File: src/rtl/axi_slave_decerr.sv
// rtl/axi_slave_decerr.sv - error-responding AXI default slave with error statistics
// Completes every AW/W/B and AR/R burst with RESP_CODE; independent write and read FSMs.
module axi_slave_decerr #(
   parameter int                    ID_WIDTH     = 4,
   parameter int                    ADDR_WIDTH   = 32,
   parameter int                    DATA_WIDTH   = 32,
   parameter logic [1:0]            RESP_CODE    = 2'b11,
   parameter logic [DATA_WIDTH-1:0] RD_FILL_DATA = '0,
   parameter int                    CNT_WIDTH    = 16
) (
   input  logic                    clk,
   input  logic                    rst,
   output logic                    SLAVE_CLK,
   output logic                    SLAVE_RSTN,
   input  logic [ID_WIDTH-1:0]     SLAVE_WR_ADDR_ID,
   input  logic [ADDR_WIDTH-1:0]   SLAVE_WR_ADDR,
   input  logic [7:0]              SLAVE_WR_ADDR_LEN,
   input  logic [1:0]              SLAVE_WR_ADDR_BURST,
   input  logic                    SLAVE_WR_ADDR_VALID,
   output logic                    SLAVE_WR_ADDR_READY,
   input  logic [DATA_WIDTH-1:0]   SLAVE_WR_DATA,
   input  logic [DATA_WIDTH/8-1:0] SLAVE_WR_STRB,
   input  logic                    SLAVE_WR_DATA_LAST,
   input  logic                    SLAVE_WR_DATA_VALID,
   output logic                    SLAVE_WR_DATA_READY,
   output logic [ID_WIDTH-1:0]     SLAVE_WR_BACK_ID,
   output logic [1:0]              SLAVE_WR_BACK_RESP,
   output logic                    SLAVE_WR_BACK_VALID,
   input  logic                    SLAVE_WR_BACK_READY,
   input  logic [ID_WIDTH-1:0]     SLAVE_RD_ADDR_ID,
   input  logic [ADDR_WIDTH-1:0]   SLAVE_RD_ADDR,
   input  logic [7:0]              SLAVE_RD_ADDR_LEN,
   input  logic [1:0]              SLAVE_RD_ADDR_BURST,
   input  logic                    SLAVE_RD_ADDR_VALID,
   output logic                    SLAVE_RD_ADDR_READY,
   output logic [ID_WIDTH-1:0]     SLAVE_RD_BACK_ID,
   output logic [DATA_WIDTH-1:0]   SLAVE_RD_DATA,
   output logic [1:0]              SLAVE_RD_DATA_RESP,
   output logic                    SLAVE_RD_DATA_LAST,
   output logic                    SLAVE_RD_DATA_VALID,
   input  logic                    SLAVE_RD_DATA_READY,
   output logic [CNT_WIDTH-1:0]    err_wr_cnt,
   output logic [CNT_WIDTH-1:0]    err_rd_cnt,
   output logic [ADDR_WIDTH-1:0]   last_err_addr,
   output logic                    err_pulse
);

   typedef enum logic [1:0] {W_IDLE, W_DATA, W_RESP} wr_state_t;
   typedef enum logic       {R_IDLE, R_DATA}         rd_state_t;

   wr_state_t             wr_state_q, wr_state_d;
   logic                  aw_ready_q, aw_ready_d;
   logic                  w_ready_q, w_ready_d;
   logic                  b_valid_q, b_valid_d;
   logic [1:0]            b_resp_q, b_resp_d;
   logic [ID_WIDTH-1:0]   b_id_q, b_id_d;
   logic [ID_WIDTH-1:0]   wr_id_q, wr_id_d;
   logic [7:0]            wr_len_q, wr_len_d;
   logic [7:0]            wr_beat_q, wr_beat_d;

   rd_state_t             rd_state_q, rd_state_d;
   logic                  ar_ready_q, ar_ready_d;
   logic                  r_valid_q, r_valid_d;
   logic                  r_last_q, r_last_d;
   logic [1:0]            r_resp_q, r_resp_d;
   logic [DATA_WIDTH-1:0] r_data_q, r_data_d;
   logic [ID_WIDTH-1:0]   r_id_q, r_id_d;
   logic [7:0]            rd_len_q, rd_len_d;
   logic [7:0]            rd_beat_q, rd_beat_d;

   logic [CNT_WIDTH-1:0]  wr_cnt_q, wr_cnt_d;
   logic [CNT_WIDTH-1:0]  rd_cnt_q, rd_cnt_d;
   logic [ADDR_WIDTH-1:0] last_addr_q, last_addr_d;
   logic                  pulse_q, pulse_d;

   logic aw_hs, w_hs, b_hs, ar_hs, r_hs;
   logic unused_inputs;

   assign unused_inputs = ^{SLAVE_WR_ADDR_BURST, SLAVE_WR_DATA, SLAVE_WR_STRB, SLAVE_RD_ADDR_BURST};

   assign aw_hs = aw_ready_q & SLAVE_WR_ADDR_VALID;
   assign w_hs  = w_ready_q  & SLAVE_WR_DATA_VALID;
   assign b_hs  = b_valid_q  & SLAVE_WR_BACK_READY;
   assign ar_hs = ar_ready_q & SLAVE_RD_ADDR_VALID;
   assign r_hs  = r_valid_q  & SLAVE_RD_DATA_READY;

   always_comb begin
      wr_state_d = wr_state_q;
      aw_ready_d = aw_ready_q;
      w_ready_d  = w_ready_q;
      b_valid_d  = b_valid_q;
      b_resp_d   = b_resp_q;
      b_id_d     = b_id_q;
      wr_id_d    = wr_id_q;
      wr_len_d   = wr_len_q;
      wr_beat_d  = wr_beat_q;
      case (wr_state_q)
         W_IDLE: begin
            aw_ready_d = 1'b1;
            if (aw_hs) begin
               aw_ready_d = 1'b0;
               w_ready_d  = 1'b1;
               wr_id_d    = SLAVE_WR_ADDR_ID;
               wr_len_d   = SLAVE_WR_ADDR_LEN;
               wr_beat_d  = 8'd0;
               wr_state_d = W_DATA;
            end
         end
         W_DATA: begin
            // Beat count also terminates the burst so a master that never sends WLAST cannot hang us.
            if (w_hs) begin
               wr_beat_d = wr_beat_q + 8'd1;
               if (SLAVE_WR_DATA_LAST || (wr_beat_q == wr_len_q)) begin
                  w_ready_d  = 1'b0;
                  b_valid_d  = 1'b1;
                  b_resp_d   = RESP_CODE;
                  b_id_d     = wr_id_q;
                  wr_state_d = W_RESP;
               end
            end
         end
         W_RESP: begin
            if (b_hs) begin
               b_valid_d  = 1'b0;
               b_resp_d   = 2'b00;
               aw_ready_d = 1'b1;
               wr_state_d = W_IDLE;
            end
         end
         default: wr_state_d = W_IDLE;
      endcase
   end

   always_comb begin
      rd_state_d = rd_state_q;
      ar_ready_d = ar_ready_q;
      r_valid_d  = r_valid_q;
      r_last_d   = r_last_q;
      r_resp_d   = r_resp_q;
      r_data_d   = r_data_q;
      r_id_d     = r_id_q;
      rd_len_d   = rd_len_q;
      rd_beat_d  = rd_beat_q;
      case (rd_state_q)
         R_IDLE: begin
            ar_ready_d = 1'b1;
            if (ar_hs) begin
               ar_ready_d = 1'b0;
               r_valid_d  = 1'b1;
               r_last_d   = (SLAVE_RD_ADDR_LEN == 8'd0);
               r_resp_d   = RESP_CODE;
               r_data_d   = RD_FILL_DATA;
               r_id_d     = SLAVE_RD_ADDR_ID;
               rd_len_d   = SLAVE_RD_ADDR_LEN;
               rd_beat_d  = 8'd0;
               rd_state_d = R_DATA;
            end
         end
         R_DATA: begin
            if (r_hs) begin
               if (r_last_q) begin
                  r_valid_d  = 1'b0;
                  r_last_d   = 1'b0;
                  r_resp_d   = 2'b00;
                  r_data_d   = '0;
                  ar_ready_d = 1'b1;
                  rd_state_d = R_IDLE;
               end else begin
                  rd_beat_d = rd_beat_q + 8'd1;
                  r_last_d  = ((rd_beat_q + 8'd1) == rd_len_q);
               end
            end
         end
         default: rd_state_d = R_IDLE;
      endcase
   end

   always_comb begin
      wr_cnt_d    = wr_cnt_q;
      rd_cnt_d    = rd_cnt_q;
      last_addr_d = last_addr_q;
      pulse_d     = aw_hs | ar_hs;
      if (aw_hs && (wr_cnt_q != '1)) wr_cnt_d = wr_cnt_q + CNT_WIDTH'(1);
      if (ar_hs && (rd_cnt_q != '1)) rd_cnt_d = rd_cnt_q + CNT_WIDTH'(1);
      // Write address takes priority when both channels handshake together.
      if (aw_hs)      last_addr_d = SLAVE_WR_ADDR;
      else if (ar_hs) last_addr_d = SLAVE_RD_ADDR;
   end

   always_ff @(posedge clk) begin
      if (rst) begin
         wr_state_q  <= W_IDLE;
         aw_ready_q  <= 1'b0;
         w_ready_q   <= 1'b0;
         b_valid_q   <= 1'b0;
         b_resp_q    <= 2'b00;
         b_id_q      <= '0;
         wr_id_q     <= '0;
         wr_len_q    <= 8'd0;
         wr_beat_q   <= 8'd0;
         rd_state_q  <= R_IDLE;
         ar_ready_q  <= 1'b0;
         r_valid_q   <= 1'b0;
         r_last_q    <= 1'b0;
         r_resp_q    <= 2'b00;
         r_data_q    <= '0;
         r_id_q      <= '0;
         rd_len_q    <= 8'd0;
         rd_beat_q   <= 8'd0;
         wr_cnt_q    <= '0;
         rd_cnt_q    <= '0;
         last_addr_q <= '0;
         pulse_q     <= 1'b0;
      end else begin
         wr_state_q  <= wr_state_d;
         aw_ready_q  <= aw_ready_d;
         w_ready_q   <= w_ready_d;
         b_valid_q   <= b_valid_d;
         b_resp_q    <= b_resp_d;
         b_id_q      <= b_id_d;
         wr_id_q     <= wr_id_d;
         wr_len_q    <= wr_len_d;
         wr_beat_q   <= wr_beat_d;
         rd_state_q  <= rd_state_d;
         ar_ready_q  <= ar_ready_d;
         r_valid_q   <= r_valid_d;
         r_last_q    <= r_last_d;
         r_resp_q    <= r_resp_d;
         r_data_q    <= r_data_d;
         r_id_q      <= r_id_d;
         rd_len_q    <= rd_len_d;
         rd_beat_q   <= rd_beat_d;
         wr_cnt_q    <= wr_cnt_d;
         rd_cnt_q    <= rd_cnt_d;
         last_addr_q <= last_addr_d;
         pulse_q     <= pulse_d;
      end
   end

   assign SLAVE_CLK           = clk;
   assign SLAVE_RSTN          = ~rst;
   assign SLAVE_WR_ADDR_READY = aw_ready_q;
   assign SLAVE_WR_DATA_READY = w_ready_q;
   assign SLAVE_WR_BACK_ID    = b_id_q;
   assign SLAVE_WR_BACK_RESP  = b_resp_q;
   assign SLAVE_WR_BACK_VALID = b_valid_q;
   assign SLAVE_RD_ADDR_READY = ar_ready_q;
   assign SLAVE_RD_BACK_ID    = r_id_q;
   assign SLAVE_RD_DATA       = r_data_q;
   assign SLAVE_RD_DATA_RESP  = r_resp_q;
   assign SLAVE_RD_DATA_LAST  = r_last_q;
   assign SLAVE_RD_DATA_VALID = r_valid_q;
   assign err_wr_cnt          = wr_cnt_q;
   assign err_rd_cnt          = rd_cnt_q;
   assign last_err_addr       = last_addr_q;
   assign err_pulse           = pulse_q;

endmodule

File: config.mk
export PLATFORM = sky130hd
export DESIGN_NAME = axi_slave_decerr
export DESIGN_NICKNAME = d
export VERILOG_FILES = /design/src/rtl/axi_slave_decerr.sv
export SDC_FILE = /design/constraint.sdc
export NUM_CORES = 1
export LEC_CHECK = 0
export CAP_MARGIN = 20
export CORE_MARGIN = 1
export CORE_UTILIZATION = 35
export DETAILED_ROUTE_END_ITERATION = 12
export GPL_ROUTABILITY_DRIVEN = 0
export PLACE_DENSITY_LB_ADDON = 0.3
export RECOVER_POWER = 25
export SLEW_MARGIN = 20
export SYNTH_ARGS = -nofsm -noshare
export SYNTH_HDL_FRONTEND = slang
export SYNTH_SLANG_ARGS = --single-unit
File: constraint.sdc
create_clock -name clk -period 1.75 [get_ports clk]
set_input_delay 0.35 -clock clk [delete_from_list [all_inputs] [get_ports clk]]
set_output_delay 0.35 -clock clk [all_outputs]
set_load 0.02 [all_outputs]
==> run_results.csv, run 1 <==
group,metric,value,unit
setup_path,crit_fanout,2,
synth,syn_area,5567,um^2
finish,diodes,0,
setup_path,endpoint_kind,"output pin",
status,status,"complete, no violations",
synth,ys_warn_count,0,
clocking,clkSlewWorstSetupHoldPaths,0.05,ns
grt,grt_max_degree,104,
grt,grt_overflow,0,
grt,grt_pass1_vias,5065,
die,core-area,15370,um^2
finish,fin_cells,1118,
finish,final_util,54.07,%
setup_path,path_common_cell,"clkbuf_16",
route,routed_wl,15440,um
synth,synth_cell_type_count,55,
setup_path,crit_family,"buffers and inverters",
timing,hold_viol,0,
synth,synth_edf_count,0,
setup_path,path_buf_inv,3,
placement,place_inst,1082,
synth,synth_seq_cells,118,
synth,yosysSeqAreaShare,42.44,%
placement,numPortBuffers,180,
hold_path,hold_path_class,"primary input to flip-flop",
die,rows,45,
die,die_x,128.1,um
route,drtAntennaViolNets,0,
synth,postSynthCellCount,689,
pwr,peakVddDrop,0.0008967,V
finish,final_common_cell,"nand2_1",
clocking,cts_tree,"built",
grt,grt_pass1_wl,24560,um
grt,track_usage,19.40,%
synth,syn_avg_cell_area,8.079,um^2
synth,synth_area_leader_cell,"dfxtp_1",
die,die_h,128.1,um
finish,fill_cells,1472,
pwr,p_leak,0.003536,uW
die,start_util,36.21,%
timing,slew_viol_final,0,
setup_path,arrival,1.36,ns
placement,dp_hpwl,10590,um
setup_path,worst_path_max_delay_cell,"clkdlybuf4s15_2",
route,viasPerCell,4.818,
finish,final_nets,1034,
route,drcViolationCount,0,
route,drtPass1Iterations,5,
timing,setup_viol,0,
synth,synth-main-ff-cell,"dfxtp_1",
route,vias,5387,
setup_path,critPathKind,"clock port to output pin",
synth,yosys-top-cells-area,"dfxtp_1 42%, nand2_1 9.5%, nor2_1 5.4%, a311oi_1 5.2%, buf_4 5.0%",
setup_path,crit_chain,"clkbuf_16, clkbuf_16, clkdlybuf4s15_2",
flow_run,maxCapViolCount,0,
setup_path,cpPeakStageDelay,0.24,ns
die,ios,253,
clocking,insertion_delay,0.53,ns
setup_path,required,1.40,ns
grt,antenna_found_initial,1,
synth,async_flop_share,0,%
finish,most-common-layout-cells,"141 x nand2_1, 114 x dfxtp_1, 94 x clkdlybuf4s50_1",
route,wl_per_cell,13.81,um
finish,syn2layout_area_growth,49.29,%
synth,synth_top_area_share,42.44,%
route,first_iter_violations,178,
setup_path,start_kind,"clock port",
die,dieArea,16410,um^2
pwr,power_density,953.1,nW/um^2
clocking,cts_hold_buf,0,
timing,skew,0.01274,ns
finish,drive_above_1_share,11.80,%
-- cells in the mapped netlist, drive strengths merged, types with 2 or more instances --
cell     number
nand2       141
mux2i         6
or2           6
xnor2        17
a211oi        5
or3           6
and4          3
and2          4
nand4        12
nand4b        2
a21oi        50
a31oi         3
nor2         81
ha            4
dfxtp       118
and3         10
o21ai        18
a311oi       33
nor4          7
nor3          6
nor3b         2
o21a          2
o2111ai       3
buf          42
nor2b         4
nand3        23
clkbuf       33
o211ai        2
xor2         30
-- worst paths after layout --
check | from | to | slack (ns) | cells past startpoint
worst max register to register | err_rd_cnt[0] | err_rd_cnt[15] | 0.11 | 5
worst min register to register | SLAVE_WR_BACK_ID[3] | SLAVE_WR_BACK_ID[3] | 0.45 | 2
worst max-delay path | clk | SLAVE_CLK | 0.04 | 3
worst min-delay path | SLAVE_RD_ADDR_ID[2] | SLAVE_RD_BACK_ID[2] | 0.38 | 3
-- stage by stage --
| stage | total power (uW) | hold slack (ns) | setup WS, ns | instance area [um^2] | setup TNS [ns] |
|---|---|---|---|---|---|
| 6_report | 7921 | 0.3785 | 0.03721 | 8310 | 0 |
| 5_1_grt | 8253 | 0.3719 | -0.01688 | 8310 | -0.06782 |
| 4_1_cts | 8031 | 0.3579 | 0.0003539 | 8304 | 0 |
| 3_5_place_dp | 4089 | 0.4489 | -0.2510 | 7707 | -8.667 |
| 3_3_place_gp | 4086 | 0.4420 | -0.2418 | 7707 | -7.034 |
| 2_1_floorplan | 3574 | 0.4366 | 0.003719 | 5689 | 0 |
-- area by class of cell --
class	instances	area (um^2)	area share [%]
multi-input cells	525	2920	35.14
inverters	2	7.507	0.09033
repair buffers	226	2044	24.60
clock buffers	28	588.1	7.076
clock inverters	8	118.9	1.430
flip-flops and latches	118	2367	28.49
well taps	211	264.0	3.177
-- power breakdown --
group	switching, uW	internal, uW	total (uW)
sequential	78.8	2810	2890
clock	1300	2740	4040
combinational	542	446	988
-- worst register-to-register path, stage by stage (launching register included) --
cell and delay [ns]:
dfxtp_1 0.34, ha_1 0.24, and3_4 0.20, nand4b_1 0.21
or2_1 0.26, mux2_4 0.29
-- sequential cells by signal (all words and copies together), names as in the netlist, 2 cells and up --
name	flops
SLAVE_RD_BACK_ID	4
SLAVE_WR_BACK_ID	4
err_rd_cnt	16
err_wr_cnt	16
last_err_addr	32
rd_beat_q	8
rd_len_q	8
wr_beat_q	8
wr_id_q	4
wr_len_q	8
wr_state_q	2
-- cell families (layout without fill, tap and decap cells) --
kind of cell,count (synthesis),in the layout,share of synthesized area [%]
compound gates,125,125,14.81
xor+xnor,47,47,7.395
fa+ha+maj,4,4,0.8991
buf+inv,77,264,7.867
flops,118,118,42.44
mux,7,7,1.349
other cells,1,32,0.06737
simple gates,310,310,25.17
-- per-layer routing --
layer / up-vias / routed length (um) / track usage (%)
met5: - / 10 / 0
met4: 2 / 260 / 8.581
met3: 17 / 1119 / 7.930
met2: 169 / 7265 / 31.04
met1: 2467 / 6781 / 22.75
li1: 2732 / - / -
-- timing repair --
item / 4_1_cts / 5_1_grt
gates resized for setup: 89 / 18
setup endpoints to repair: 84 / 17
buffers inserted: 0 / 1
pin swaps: 0 / 3
No activity file was read; power rests on OpenSTA's default activity.
==> run 2, diff against run 1 <==
CORE_ASPECT_RATIO = 1.5   (was default)
MAX_ROUTING_LAYER = met4   (was default)
==> run_results.csv, run 2 (same netlist as run 1, synthesis figures left out) <==
group,metric,value,unit
setup_path,critPathKind,"clock port to output pin",
grt,antenna_found_initial,0,
timing,hold-worst-slack,0.3412,ns
setup_path,arrival,1.36,ns
finish,multi_input_comb_area,2899,um^2
pwr,power_density,985.8,nW/um^2
hold_path,hold_path_class,"primary input to flip-flop",
finish,final-seq-area,2366,um^2
grt,grt_pass1_wl,25490,um
setup_path,crit_start,"clk",
finish,diodes,0,
route,first_iter_violations,154,
timing,skew,0.009305,ns
die,rows,56,
clocking,cts_tree,"built",
die,core-area,15630,um^2
placement,placed_area,7782,um^2
grt,track_usage,20.54,%
finish,largest_reg_flops,32,
setup_path,r2r-end,"err_rd_cnt[8]",
grt,grt_max_degree,104,
setup_path,r2r_setup_slack,0.08,ns
die,die_x,105.0,um
finish,fill_cells,1500,
setup_path,r2r-start,"err_rd_cnt[1]",
clocking,insertion_delay,0.52,ns
timing,slew_viol_final,0,
finish,syn2layout_area_growth,51.27,%
pwr,peakVddDrop,0.0004572,V
setup_path,crit_fanout,2,
finish,most-common-layout-cells,"141 x nand2_1, 115 x dfxtp_1, 95 x clkdlybuf4s50_1",
timing,setup_viol,0,
placement,pre_cts_ws,-0.2804,ns
timing,fin_ws,0.03614,ns
finish,final_common_cell,"nand2_1",
flow_run,maxCapViolCount,0,
placement,place_inst,1082,
clocking,clkSlewWorstSetupHoldPaths,0.05,ns
pwr,p_leak,0.003598,uW
finish,drive_above_1_share,11.80,%
die,dieArea,16420,um^2
route,viasPerCell,4.962,
setup_path,start_kind,"clock port",
finish,stdcell_area,8421,um^2
route,drcViolationCount,0,
route,drtPass1Iterations,5,
grt,grt_pass1_vias,5392,
die,start_util,35.63,%
placement,dp_hpwl,11150,um
placement,numPortBuffers,180,
setup_path,rr_worst_depth,6,
route,wl_per_cell,13.92,um
route,vias,5548,
timing,hold_viol,0,
die,die_h,156.5,um
finish,final_nets,1042,
timing,rsz0062_at_grt,"true",
setup_path,required,1.40,ns
die,ios,253,
grt,grt_overflow,0,
route,drtAntennaViolNets,0,
setup_path,worstSetupEndpoint,"SLAVE_CLK",
finish,fin_cells,1118,
route,routed_wl,15570,um
setup_path,endpoint_kind,"output pin",
status,status,"complete, no violations",
[run 2: cell type report]
cell class	instances	share of cell area [%]
Sequential cell	118	28.10
Timing Repair Buffer	234	25.36
Tap cell	203	3.016
Clock buffer	24	6.330
Multi-Input combinational cell	525	34.43
Inverter	2	0.08915
Clock inverter	12	2.675
[run 2: per-stage QoR]
stage	TNS, ns	power [uW]	utilization (%)
4_1_cts	0	8412	53.96
5_1_grt	-0.04119	8628	53.89
2_1_floorplan	0	3574	-
6_report	0	8301	53.89
3_5_place_dp	-8.624	4128	49.81
3_3_place_gp	-6.132	4123	49.81
[run 2: per-layer routing]
metal  GRT usage (%)  routed length [um]  vias up
met5               -                   0        -
met4           10.40                 272        0
met3           4.665                 777       14
met2           36.74                8180      186
met1           21.02                6338     2605
li1                -                   -     2743
[run 2: critical path, cell delays in order]
cell and delay [ns]:
clkbuf_16 0.12, clkbuf_16 0.13, clkdlybuf4s15_2 0.24
[run 2: report_power, final]
part / internal, uW / switching [uW] / total, uW
Sequential: 2810 / 79.9 / 2890
Clock: 3030 / 1350 / 4390
Combinational: 472 / 551 / 1020
Total: 6320 / 1980 / 8300
[run 2: timing repair]
action,CTS,global route
hold buffers,0,0
gates resized for setup,90,8
pin swaps,0,0
endpoints found under the setup margin,84,14
buffers inserted,0,1
[run 2: how the worst min path moves through the flow]
stage / startpoint / to / cells after the start
2_1_floorplan: wr_id_q[0] / wr_id_q[0] / 2
3_3_place_gp: SLAVE_WR_BACK_ID[2] / SLAVE_WR_BACK_ID[2] / 2
3_5_place_dp: SLAVE_RD_BACK_ID[2] / SLAVE_RD_BACK_ID[2] / 2
4_1_cts: rst / err_wr_cnt[13] / 3
5_1_grt: rst / err_wr_cnt[3] / 3
6_report: rst / err_rd_cnt[10] / 3
==> run 3, diff against run 2 <==
PLACE_DENSITY_LB_ADDON = 0.15   (was 0.3)
RECOVER_POWER = default   (was 25)
==> run_results.csv, run 3 (same netlist as run 1, synthesis figures left out) <==
group,metric,value,unit
status,status,"complete, no violations",
finish,drive_above_1_share,11.62,%
die,start_util,35.63,%
grt,track_usage,20.17,%
route,wl_per_cell,14.05,um
grt,grt_max_degree,104,
pwr,peakVddDrop,0.0004474,V
route,routed_wl,15660,um
die,ios,253,
placement,numPortBuffers,180,
route,viasPerCell,4.919,
route,drtPass1Iterations,4,
clocking,insertion_delay,0.52,ns
finish,syn2layout_area_growth,49.76,%
timing,slew_viol_final,0,
grt,grt_overflow,0,
hold_path,hold_path_class,"primary input to flip-flop",
clocking,clkSlewWorstSetupHoldPaths,0.05,ns
timing,hold_viol,0,
route,vias,5485,
clocking,cts_hold_buf,0,
setup_path,crit_fanout,2,
setup_path,endpoint_kind,"output pin",
timing,period_share,97.87,%
pwr,power_density,938.4,nW/um^2
grt,antenna_found_initial,0,
placement,dp_hpwl,11320,um
pwr,p_total,7823,uW
timing,fin_ws,0.03722,ns
timing,skew,0.009837,ns
flow_run,maxCapViolCount,0,
route,first_iter_violations,202,
die,dieArea,16420,um^2
die,die_h,156.5,um
setup_path,required,1.40,ns
grt,grt_pass1_vias,5356,
clocking,cts_tree,"built",
setup_path,r2r_setup_slack,0.07,ns
die,rows,56,
route,drtAntennaViolNets,0,
finish,largest_reg_flops,32,
finish,most-common-layout-cells,"140 x nand2_1, 116 x dfxtp_1, 95 x clkdlybuf4s50_1",
timing,fmax,589.8,MHz
die,core-area,15630,um^2
timing,min_period,1.713,ns
finish,diodes,0,
pwr,p_leak,0.003569,uW
finish,final_common_cell,"nand2_1",
setup_path,critPathKind,"clock port to output pin",
timing,setup_viol,0,
placement,pre_cts_ws,-0.3522,ns
timing,finalSetupTns,0,ns
grt,grt_pass1_wl,25430,um
setup_path,arrival,1.36,ns
timing,rsz0062_at_grt,"true",
die,die_x,105.0,um
finish,final_nets,1040,
route,drcViolationCount,0,
setup_path,start_kind,"clock port",
==> run 3: metal layers <==
layer  part of all wire, %  GRT usage, %  wire length (um)
met3                   5.5         5.248               859
met4                   1.3         8.249               206
met5                     0             -                 0
met2                    51         35.23              8018
met1                    42         21.67              6577
==> run 3: worst max-delay path, cell delays in order <==
cell and delay (ns):
clkbuf_16 0.12, clkbuf_16 0.13, clkdlybuf4s15_2 0.24
==> run 3: final timing paths <==
check                           start             endpoint  cells past startpoint
setup / recovery                  clk            SLAVE_CLK                      3
hold / removal                    rst       err_rd_cnt[12]                      4
setup reg to reg        err_rd_cnt[0]       err_rd_cnt[15]                      5
hold reg to reg   SLAVE_RD_BACK_ID[1]  SLAVE_RD_BACK_ID[1]                      2
==> run 3: power breakdown <==
part / switching (uW) / internal [uW] / total [uW]
registers: 77.6 / 2810 / 2890
clock network: 1280 / 2660 / 3940
logic: 543 / 450 / 993
==> run 3: area by class of cell <==
type	count	area (um^2)
Clock buffer	26	560.5
Clock inverter	9	125.1
Fill cell	1492	7288
Inverter	2	7.507
Multi-Input combinational cell	525	2910
Sequential cell	118	2365
Tap cell	203	254.0
Timing Repair Buffer	232	2115
==> run 3: per-stage QoR <==
step	std cells	util, %	hold WS (ns)	area [um^2]
finish	1115	53.36	0.3576	8337
global route	1115	53.36	0.3544	8337
CTS	1113	53.10	0.3413	8297
detailed placement	1079	49.42	0.4498	7722
global placement	1079	49.42	0.4429	7722
floorplan	720	-	0.4366	5689
==> run 3: repair_timing <==
action                     CTS  global route
buffers inserted             0             2
setup endpoints to repair   84            20
resized for setup           88            11
pin swaps                    0             1
